===== src/rtl/pc_fetch_if.sv =====
// Fetch-stage bundle: control inputs, instruction-memory port and IF/ID outputs.
// The fetch unit connects through master; the surrounding pipeline/memory uses slave.
interface pc_fetch_if #(
  parameter int unsigned ADDR_W  = 6,
  parameter int unsigned INSTR_W = 32,
  parameter int unsigned OFF_W   = 16,
  parameter int unsigned COUNT_W = 16
);
  logic               start;
  logic               stall;
  logic               branch_taken;
  logic [OFF_W-1:0]   branch_offset;
  logic               jump;
  logic [ADDR_W-1:0]  jump_target;
  logic [ADDR_W-1:0]  imem_addr;
  logic [INSTR_W-1:0] imem_data;
  logic [INSTR_W-1:0] ifid_instr;
  logic [ADDR_W-1:0]  ifid_pc;
  logic               ifid_valid;
  logic               running;
  logic               halted;
  logic [COUNT_W-1:0] fetch_count;

  modport master (
    input  start, stall, branch_taken, branch_offset, jump, jump_target, imem_data,
    output imem_addr, ifid_instr, ifid_pc, ifid_valid, running, halted, fetch_count
  );

  modport slave (
    output start, stall, branch_taken, branch_offset, jump, jump_target, imem_data,
    input  imem_addr, ifid_instr, ifid_pc, ifid_valid, running, halted, fetch_count
  );
endinterface


===== src/rtl/pc_fetch_unit.sv =====
// Program counter and IF/ID register with jump/branch redirect, stall and halt-opcode stop.
// imem_addr is the PC register itself, so memory reads are combinational from state only.
module pc_fetch_unit #(
  parameter int unsigned       ADDR_W   = 6,
  parameter int unsigned       INSTR_W  = 32,
  parameter int unsigned       OFF_W    = 16,
  parameter logic [ADDR_W-1:0] RESET_PC = '0,
  parameter logic [5:0]        HALT_OP  = 6'h3F,
  parameter int unsigned       COUNT_W  = 16
) (
  input logic          clk,
  input logic          rst,
  pc_fetch_if.master   bus
);

  typedef enum logic [1:0] {IDLE, RUN, HALTED} state_t;

  state_t             state, state_nx;
  logic [ADDR_W-1:0]  pc, pc_nx;
  logic [INSTR_W-1:0] instr_q, instr_nx;
  logic [ADDR_W-1:0]  ipc_q, ipc_nx;
  logic               valid_q, valid_nx;
  logic [COUNT_W-1:0] cnt_q, cnt_nx;
  logic [ADDR_W-1:0]  br_target;
  logic               is_halt;

  // Sign-extending (or truncating) cast keeps the target modulo 2^ADDR_W for any OFF_W.
  assign br_target = ipc_q + ADDR_W'(1) + ADDR_W'(signed'(bus.branch_offset));
  assign is_halt   = (bus.imem_data[INSTR_W-1 -: 6] == HALT_OP);

  always_ff @(posedge clk) begin
    if (rst) begin
      state   <= IDLE;
      pc      <= RESET_PC;
      instr_q <= '0;
      ipc_q   <= '0;
      valid_q <= 1'b0;
      cnt_q   <= '0;
    end else begin
      state   <= state_nx;
      pc      <= pc_nx;
      instr_q <= instr_nx;
      ipc_q   <= ipc_nx;
      valid_q <= valid_nx;
      cnt_q   <= cnt_nx;
    end
  end

  always_comb begin
    state_nx = state;
    pc_nx    = pc;
    instr_nx = instr_q;
    ipc_nx   = ipc_q;
    valid_nx = valid_q;
    cnt_nx   = cnt_q;
    unique case (state)
      IDLE: begin
        valid_nx = 1'b0;
        if (bus.start) state_nx = RUN;
      end
      RUN: begin
        if (bus.jump) begin
          pc_nx    = bus.jump_target;
          valid_nx = 1'b0;
        end else if (bus.branch_taken) begin
          pc_nx    = br_target;
          valid_nx = 1'b0;
        end else if (!bus.stall) begin
          instr_nx = bus.imem_data;
          ipc_nx   = pc;
          valid_nx = 1'b1;
          cnt_nx   = (cnt_q == '1) ? cnt_q : cnt_q + COUNT_W'(1);
          // The halt word itself is delivered; only the PC stops advancing.
          if (is_halt) state_nx = HALTED;
          else         pc_nx    = pc + ADDR_W'(1);
        end
      end
      HALTED: valid_nx = 1'b0;
      default: state_nx = IDLE;
    endcase
  end

  assign bus.imem_addr   = pc;
  assign bus.ifid_instr  = instr_q;
  assign bus.ifid_pc     = ipc_q;
  assign bus.ifid_valid  = valid_q;
  assign bus.running     = (state == RUN);
  assign bus.halted      = (state == HALTED);
  assign bus.fetch_count = cnt_q;

endmodule


===== src/flat_wrapper.sv =====
// flat-port wrapper written by rule: the top's interface ports become plain ports
module pc_fetch_unit_flat 
#(
  parameter int unsigned       ADDR_W   = 6,
  parameter int unsigned       INSTR_W  = 32,
  parameter int unsigned       OFF_W    = 16,
  parameter logic [ADDR_W-1:0] RESET_PC = '0,
  parameter logic [5:0]        HALT_OP  = 6'h3F,
  parameter int unsigned       COUNT_W  = 16
)
  (clk, rst, bus_start, bus_stall, bus_branch_taken, bus_branch_offset, bus_jump, bus_jump_target, bus_imem_data, bus_imem_addr, bus_ifid_instr, bus_ifid_pc, bus_ifid_valid, bus_running, bus_halted, bus_fetch_count);
  pc_fetch_if #(.ADDR_W(ADDR_W), .INSTR_W(INSTR_W), .OFF_W(OFF_W), .COUNT_W(COUNT_W)) bus_i ();
  input logic clk;
  input logic rst;
  input wire logic [$bits(bus_i.start)-1:0] bus_start;
  input wire logic [$bits(bus_i.stall)-1:0] bus_stall;
  input wire logic [$bits(bus_i.branch_taken)-1:0] bus_branch_taken;
  input wire logic [$bits(bus_i.branch_offset)-1:0] bus_branch_offset;
  input wire logic [$bits(bus_i.jump)-1:0] bus_jump;
  input wire logic [$bits(bus_i.jump_target)-1:0] bus_jump_target;
  input wire logic [$bits(bus_i.imem_data)-1:0] bus_imem_data;
  output wire logic [$bits(bus_i.imem_addr)-1:0] bus_imem_addr;
  output wire logic [$bits(bus_i.ifid_instr)-1:0] bus_ifid_instr;
  output wire logic [$bits(bus_i.ifid_pc)-1:0] bus_ifid_pc;
  output wire logic [$bits(bus_i.ifid_valid)-1:0] bus_ifid_valid;
  output wire logic [$bits(bus_i.running)-1:0] bus_running;
  output wire logic [$bits(bus_i.halted)-1:0] bus_halted;
  output wire logic [$bits(bus_i.fetch_count)-1:0] bus_fetch_count;
  assign bus_i.start = bus_start;
  assign bus_i.stall = bus_stall;
  assign bus_i.branch_taken = bus_branch_taken;
  assign bus_i.branch_offset = bus_branch_offset;
  assign bus_i.jump = bus_jump;
  assign bus_i.jump_target = bus_jump_target;
  assign bus_i.imem_data = bus_imem_data;
  assign bus_imem_addr = bus_i.imem_addr;
  assign bus_ifid_instr = bus_i.ifid_instr;
  assign bus_ifid_pc = bus_i.ifid_pc;
  assign bus_ifid_valid = bus_i.ifid_valid;
  assign bus_running = bus_i.running;
  assign bus_halted = bus_i.halted;
  assign bus_fetch_count = bus_i.fetch_count;
  pc_fetch_unit #(.ADDR_W(ADDR_W), .INSTR_W(INSTR_W), .OFF_W(OFF_W), .RESET_PC(RESET_PC), .HALT_OP(HALT_OP), .COUNT_W(COUNT_W)) u_core (.clk(clk), .rst(rst), .bus(bus_i));
endmodule

===== config.mk =====
export PLATFORM = sky130hd
export DESIGN_NAME = pc_fetch_unit_flat
export DESIGN_NICKNAME = d
export VERILOG_FILES = /design/src/rtl/pc_fetch_if.sv /design/src/rtl/pc_fetch_unit.sv /design/src/flat_wrapper.sv
export SDC_FILE = /design/constraint.sdc
export NUM_CORES = 1
export LEC_CHECK = 0
export CORE_UTILIZATION = 40
export CTS_BUF_LIST = sky130_fd_sc_hd__clkbuf_4
export CTS_CLUSTER_SIZE = 25
export DETAILED_ROUTE_END_ITERATION = 12
export PLACE_DENSITY_LB_ADDON = 0.2
export SYNTH_ARGS = -nofsm -noshare
export SYNTH_HDL_FRONTEND = slang
export SYNTH_SLANG_ARGS = --single-unit

===== constraint.sdc =====
create_clock -name clk -period 1.9 [get_ports clk]
set_clock_uncertainty 0.2 [all_clocks]
set_input_delay 0.38 -clock clk [delete_from_list [all_inputs] [get_ports clk]]
set_output_delay 0.38 -clock clk [all_outputs]
set_load 0.1 [all_outputs]

==> impl_metrics.csv, run 1 <==
group,metric,value,unit
final_layout,final_cells,624,
floorplanning,initial_core_util,41.9,%
sta,fin_crit,1.92,ns
placement,dp_cells,601,
detailed_routing,first_pass_iters,5,
placement,portBuffers,112,
clocking,htreeDepth,3,
detailed_routing,wl,9630,um
yosys,synthArstFlopShare,0,%
yosys,yosys.cell_types.count,42,
sta,grt_setup_unrepaired,"true",
final_layout,mostFrequentLayoutCells,"nand2_1, buf_12, buf_4",
clocking,cts_sinks,63,
sta,hold_violations,0,
yosys,synth-seq-cells,63,
global_route,grt_max_degree,33,
min_path,hp-class,"input port to flop",
worst_setup_path,critPathLaunchType,"flop",
clocking,ctsRootBufferMaster,"clkbuf_4",
worst_setup_path,cp_slowest_stage_delay,0.36,ns
sta,worst_pin_slew,0.413,ns
final_layout,final_common_cell,"nand2_1",
yosys,synth_ff_type,"dfxtp_1",
global_route,overflow,0,
floorplanning,die_y,86.9,um
sta,setup_viol,2,
yosys,synth-edff-count,0,
worst_setup_path,crit_family,"simple AND/OR/NAND/NOR gates",
worst_setup_path,cp_max_fo,6,
yosys,synth_fp_nets,431,
worst_setup_path,cpMostUsedCell,"buf_4",
clocking,cts-buffers-inserted,9,
final_layout,antenna_cells,0,
worst_setup_path,slowest_stage,"dfxtp_4",
detailed_routing,dr_total_vias,3250,
clocking,clkTransAtPathRegs,0.11,ns
detailed_routing,via_per_inst,5.21,
floorplanning,ioPinCount,123,
sta,max-slew-margin-rel,72.5,%
run_status,violations,"setup timing",
power,ir_drop,0.000519,V
floorplanning,coreArea,6870,um2
sta,max_freq,0.522,GHz
floorplanning,die_width,86.9,um
global_route,track_usage,25.8,%
placement,dpl.hpwl,7080,um
run_status,status,"complete, but fails checks",
final_layout,fillers,456,
detailed_routing,wl_per_cell,15.4,um
sta,finalCritPeriodShare,101,%
worst_setup_path,worstPathArrival,2.02,ns
final_layout,utilization,80.2,%
flow_run,max_cap_viol_count,0,
final_layout,synthToLayoutAreaGrowth,91.3,%
global_route,grt_first_pass_wirelength,14900,um
yosys,ys_warn_count,0,
floorplanning,row_count,30,
detailed_routing,drt_iter0_drc,120,
yosys,yosysTopAreaCell,"dfxtp_1",
global_route,antenna_found_initial,0,
power,powerDensity,545,nW/um2
worst_setup_path,end_kind,"flop",
worst_setup_path,cp_cell_sequence,"buf_4 -> and4_1 -> o211ai_1 -> buf_4 -> nor4_2 -> xnor2_1 -> nor2_1",
detailed_routing,drtAntennaViolNets,0,
yosys,synth.top_cell.area_share,43.8,%
floorplanning,dieArea,7540,um2
detailed_routing,drc,0,
final_layout,finalNetCount,591,
clocking,clk_latency,0.40,ns
yosys,yosysSeqAreaShare,43.8,%
sta,slew_violations,0,
global_route,grt_pass1_vias,3192,
yosys,synth.avg_cell_area,7.93,um2
yosys,synth_cells,363,
clocking,cts_hold_buf,0,
sta,worst_slack,-0.0152,ns
power,p_leak,0.00213,uW
worst_setup_path,crit_type,"flop to flop",
clocking,cts_buffer_depth,2,
final_layout,drive_gt1_share,36.7,%
placement,gp_congestion,0.860,
worst_setup_path,cp_data_required_time,2.00,ns
yosys,netlist_top_cells_area,"dfxtp_1, nand2_1, a21oi_1",
clocking,cts_tree,"built",
worst_setup_path,crit_buf_inv,2,
yosys,syn_area,2880,um2
## through the flow
step	cell area (um2)	power [uW]	setup TNS (ns)	worst slack, ns	hold slack [ns]
finish	5510	3010	-0.0173	-0.0152	0.181
global route	5510	3130	-0.290	-0.0922	0.182
CTS	5430	3010	-0.0120	-0.0120	0.160
detailed placement	5260	1990	-21.47	-0.524	0.278
global placement	5260	1980	-18.68	-0.477	0.271
floorplan	3090	1690	-1.77	-0.268	0.316
## worst reg2reg max path, delay by kind of cell (launching register included)
family,cells,cell delay [ns]
xor+xnor,1,0.17
simple gates,3,0.57
flops,1,0.36
compound gates,1,0.18
buf+inv,2,0.34
## path summary, 6_finish.rpt
kind	depth (start not counted)	endpoint	slack, ns	start
worst max-delay path	7	u_core.bus.fetch_count[15]$_SDFFE_PP0P_	-0.02	u_core.bus.fetch_count[7]$_SDFFE_PP0P_
worst min-delay path	2	u_core.state[1]$_SDFFE_PP0P_	0.18	rst
worst max register to register	7	u_core.bus.fetch_count[15]$_SDFFE_PP0P_	-0.02	u_core.bus.fetch_count[7]$_SDFFE_PP0P_
worst min register to register	2	u_core.bus.ifid_pc[3]$_SDFFE_PP0P_	0.29	u_core.bus.ifid_pc[3]$_SDFFE_PP0P_
## synth_stat cells (all sizes together) (3+ instances only)
library cell  instances
a211oi                5
a21oi                48
and3                  4
and4                  5
buf                   5
clkbuf               15
dfxtp                63
ha                    7
inv                   9
mux2i                 4
nand2                88
nand2b                3
nand3                13
nand4                 6
nor2                 27
nor3                  8
nor4                  6
o211ai                3
o21ai                 5
or3                   3
xnor2                 8
xor2                  8
## area by class of cell
| class | instances | area [um2] | area share [%] |
|---|---|---|---|
| Clock inverter | 6 | 75.1 | 1.36 |
| Sequential cell | 63 | 1350 | 24.5 |
| Clock buffer | 10 | 75.1 | 1.36 |
| Timing Repair Buffer | 169 | 2210 | 40.2 |
| Inverter | 9 | 37.5 | 0.681 |
| Multi-Input combinational cell | 271 | 1640 | 29.7 |
| Tap cell | 96 | 120 | 2.18 |
## registers in the layout (all words and copies together) (netlist names)
signal                  cells
u_core.bus.fetch_count     16
u_core.bus.ifid_instr      32
u_core.bus.ifid_pc          6
u_core.bus.ifid_valid       1
u_core.bus.imem_addr        6
u_core.state                2
## cell families after synthesis
family	Yosys count	share of synthesized area (%)
xor gates and xnor gates	16	4.87
DFF	63	43.8
adders and majority gates	8	3.74
muxes	4	1.39
and+or+nand+nor	170	27.4
buffers and inverters	29	3.91
AOI/OAI and AO/OA	73	14.9
## per-layer routing
metal | share of wire, % | up-vias | global-route usage (%)
met3 | 6.8 | 26 | 7.96
met1 | 40 | 1524 | 29.5
met4 | 2.5 | 0 | 10.0
li1 | - | 1571 | -
met2 | 51 | 129 | 44.7
met5 | 0 | - | 0
## repair_timing
item,4_1_cts,5_1_grt
pin swaps,6,9
gates resized for setup,8,8
setup buffers,2,5
endpoints found under the setup margin,9,15
## report_power, final
group,total (uW),internal (uW),switching (uW)
clock,1030,534,500
sequential,1360,1320,40.0
combinational,614,278,335
total,3010,2130,875
(Power assumes the default switching activity.)
==> run 2: changes to the inputs <==
--- a/config.mk
+++ b/config.mk
@@ -5,11 +5,11 @@
 export SDC_FILE = /design/constraint.sdc
 export NUM_CORES = 1
 export LEC_CHECK = 0
-export CORE_UTILIZATION = 40
-export CTS_BUF_LIST = sky130_fd_sc_hd__clkbuf_4
+export CORE_UTILIZATION = 38
 export CTS_CLUSTER_SIZE = 25
 export DETAILED_ROUTE_END_ITERATION = 12
 export PLACE_DENSITY_LB_ADDON = 0.2
+export SKIP_LAST_GASP = 1
 export SYNTH_ARGS = -nofsm -noshare
 export SYNTH_HDL_FRONTEND = slang
 export SYNTH_SLANG_ARGS = --single-unit
==> run 2 against run 1 <==
The run now ends clean. Final cell count shrank 0.64%. Sequential share of layout area about the same. Via count fell by 0.68%. Total power grew 4.1%. Combinational power is 1% lower. Final area decreased by 0.18%. Wire length is 0.77% lower. First-iteration DRC count increased by 72%. Die area grew 5.1%.
==> impl_metrics.csv, run 2 (synthesized netlist as in run 1, its figures left out) <==
group,metric,value,unit
power,p_switching,908,uW
placement,portBuffers,112,
clocking,clk_latency,0.33,ns
power,p_int,2220,uW
sta,worst_slack,0.0244,ns
final_layout,drive_gt1_share,36.7,%
clocking,cts_sinks,63,
sta,fin_crit,1.88,ns
power,seqPwrFrac,43.5,%
sta,finalCritPeriodShare,98.7,%
detailed_routing,dr_total_vias,3228,
worst_setup_path,cpMostUsedCell,"buf_4",
placement,dpl.hpwl,7040,um
power,p_leak,0.00209,uW
run_status,status,"complete, no violations",
detailed_routing,drc,0,
floorplanning,die_width,89.1,um
worst_setup_path,cp_data_required_time,1.91,ns
final_layout,antenna_cells,0,
worst_setup_path,worstPathArrival,1.88,ns
sta,finalSetupTns,0,ns
sta,slew_violations,0,
final_layout,mostFrequentLayoutCells,"nand2_1, buf_12, a21oi_1",
final_layout,finalNetCount,584,
floorplanning,row_count,31,
worst_setup_path,critPathLaunchType,"flop",
power,powerDensity,569,nW/um2
sta,hold_violations,0,
power,ir_drop,0.000453,V
clocking,ctsRootBufferMaster,"clkbuf_8",
final_layout,final_common_cell,"nand2_1",
detailed_routing,drtAntennaViolNets,0,
clocking,cts_buffer_depth,2,
worst_setup_path,cp_max_fo,5,
global_route,grt_first_pass_wirelength,14700,um
power,power_frac_comb,19.4,%
floorplanning,dieArea,7930,um2
final_layout,fillers,528,
worst_setup_path,crit_type,"flop to flop",
floorplanning,coreArea,7290,um2
global_route,track_usage,24.5,%
clocking,cts-buffers-inserted,9,
final_layout,largest_reg_flops,32,
final_layout,synthToLayoutAreaGrowth,91.0,%
global_route,grt_max_degree,34,
flow_run,max_cap_viol_count,0,
power,clockPowerShare,37.1,%
detailed_routing,via_per_inst,5.21,
detailed_routing,wl,9560,um
floorplanning,die_y,89.1,um
worst_setup_path,crit_family,"simple AND/OR/NAND/NOR gates",
detailed_routing,drt_iter0_drc,206,
placement,gp_congestion,0.849,
clocking,cts_tree,"built",
clocking,htreeDepth,3,
detailed_routing,first_pass_iters,5,
min_path,hp-class,"flop to flop",
floorplanning,initial_core_util,39.5,%
sta,worst_pin_slew,0.478,ns
worst_setup_path,slowest_stage,"dfxtp_4",
detailed_routing,wl_per_cell,15.4,um
worst_setup_path,cp_slowest_stage_delay,0.35,ns
sta,setup_viol,0,
power,switching_share,29.0,%
global_route,grt_pass1_vias,3168,
global_route,overflow,0,
global_route,antenna_found_initial,0,
clocking,clkTransAtPathRegs,0.07,ns
sta,max_freq,0.533,GHz
worst_setup_path,end_kind,"flop",
worst_setup_path,crit_buf_inv,2,
placement,post-place-ws,-0.514,ns
sta,max-slew-margin-rel,68.1,%
worst_setup_path,cp_cell_sequence,"buf_4 -> and4_1 -> o211ai_1 -> buf_4 -> nor4_2 -> xnor2_1 -> nor2_1",
sta,grt_setup_unrepaired,"true",
sta,finalHoldWorstSlack,0.289,ns
floorplanning,ioPinCount,123,
-- run 2: changes by cell type in the layout (fill, tap and decap cells not counted), sizes merged --
cell	previous run	this run
buf	121	114
bufinv	2	0
clkbuf	10	12
clkdlybuf4s50	44	43
clkinv	3	2
clkinvlp	1	2
dlymetal6s2s	0	1
-- run 2: power by group through the flow --
stage / sequential, uW / combinational [uW] / clock [uW]
after floorplan: 1540 / 149 / 0
after global placement: 1390 / 580 / 0
after detailed placement: 1390 / 590 / 0
after CTS: 1360 / 602 / 1190
after global routing: 1360 / 637 / 1250
final: 1360 / 607 / 1160
-- run 2: area by class of cell --
type	count	area, um2	share of cell area, %
clock inverter	4	23.8	0.432
sequential	63	1350	24.5
clock buffer	12	178	3.23
inverter	9	37.5	0.682
timing repair buffer	162	2140	38.9
tap	99	124	2.25
multi-input combinational	271	1650	30.0
-- run 2: worst paths after layout --
| check | from | cells after the start | slack (ns) | to |
|---|---|---|---|---|
| max | u_core.bus.fetch_count[8]$_SDFFE_PP0P_ | 7 | 0.02 | u_core.bus.fetch_count[15]$_SDFFE_PP0P_ |
| min | u_core.bus.ifid_instr[17]$_SDFFE_PP0P_ | 2 | 0.29 | u_core.bus.ifid_instr[17]$_SDFFE_PP0P_ |
| max reg2reg | u_core.bus.fetch_count[8]$_SDFFE_PP0P_ | 7 | 0.02 | u_core.bus.fetch_count[15]$_SDFFE_PP0P_ |
| min reg2reg | u_core.bus.ifid_instr[17]$_SDFFE_PP0P_ | 2 | 0.29 | u_core.bus.ifid_instr[17]$_SDFFE_PP0P_ |
-- run 2: stage by stage --
| stage | power [uW] | cells | area [um2] | utilization, % |
|---|---|---|---|---|
| 2_1_floorplan | 1690 | 363 | 3090 | - |
| 3_3_place_gp | 1970 | 596 | 5180 | 71.0 |
| 3_5_place_dp | 1980 | 596 | 5180 | 71.0 |
| 4_1_cts | 3150 | 615 | 5420 | 74.3 |
| 5_1_grt | 3250 | 620 | 5500 | 75.4 |
| 6_report | 3130 | 620 | 5500 | 75.4 |
-- run 2: tightest hold or removal path, stage by stage, from the launching register on --
cell and delay, ns:
dfxtp_1 0.33, nand2_1 0.06, a21oi_1 0.05
-- run 2: metal layers --
layer / global-route usage (%) / part of all wire, % / up-vias / wire length, um
met5: 0 / 0 / - / 0
met4: 11.5 / 3.0 / 0 / 291
met3: 7.57 / 7.7 / 25 / 734
met2: 40.5 / 48 / 130 / 4630
met1: 29.2 / 41 / 1515 / 3900
li1: - / - / 1558 / -
-- run 2: repair_timing --
item	in CTS	in global routing
buffers inserted	3	4
hold buffers	0	0
gates cloned	0	1
endpoints found under the setup margin	13	13
pin swaps	4	17
gates resized for setup	8	11
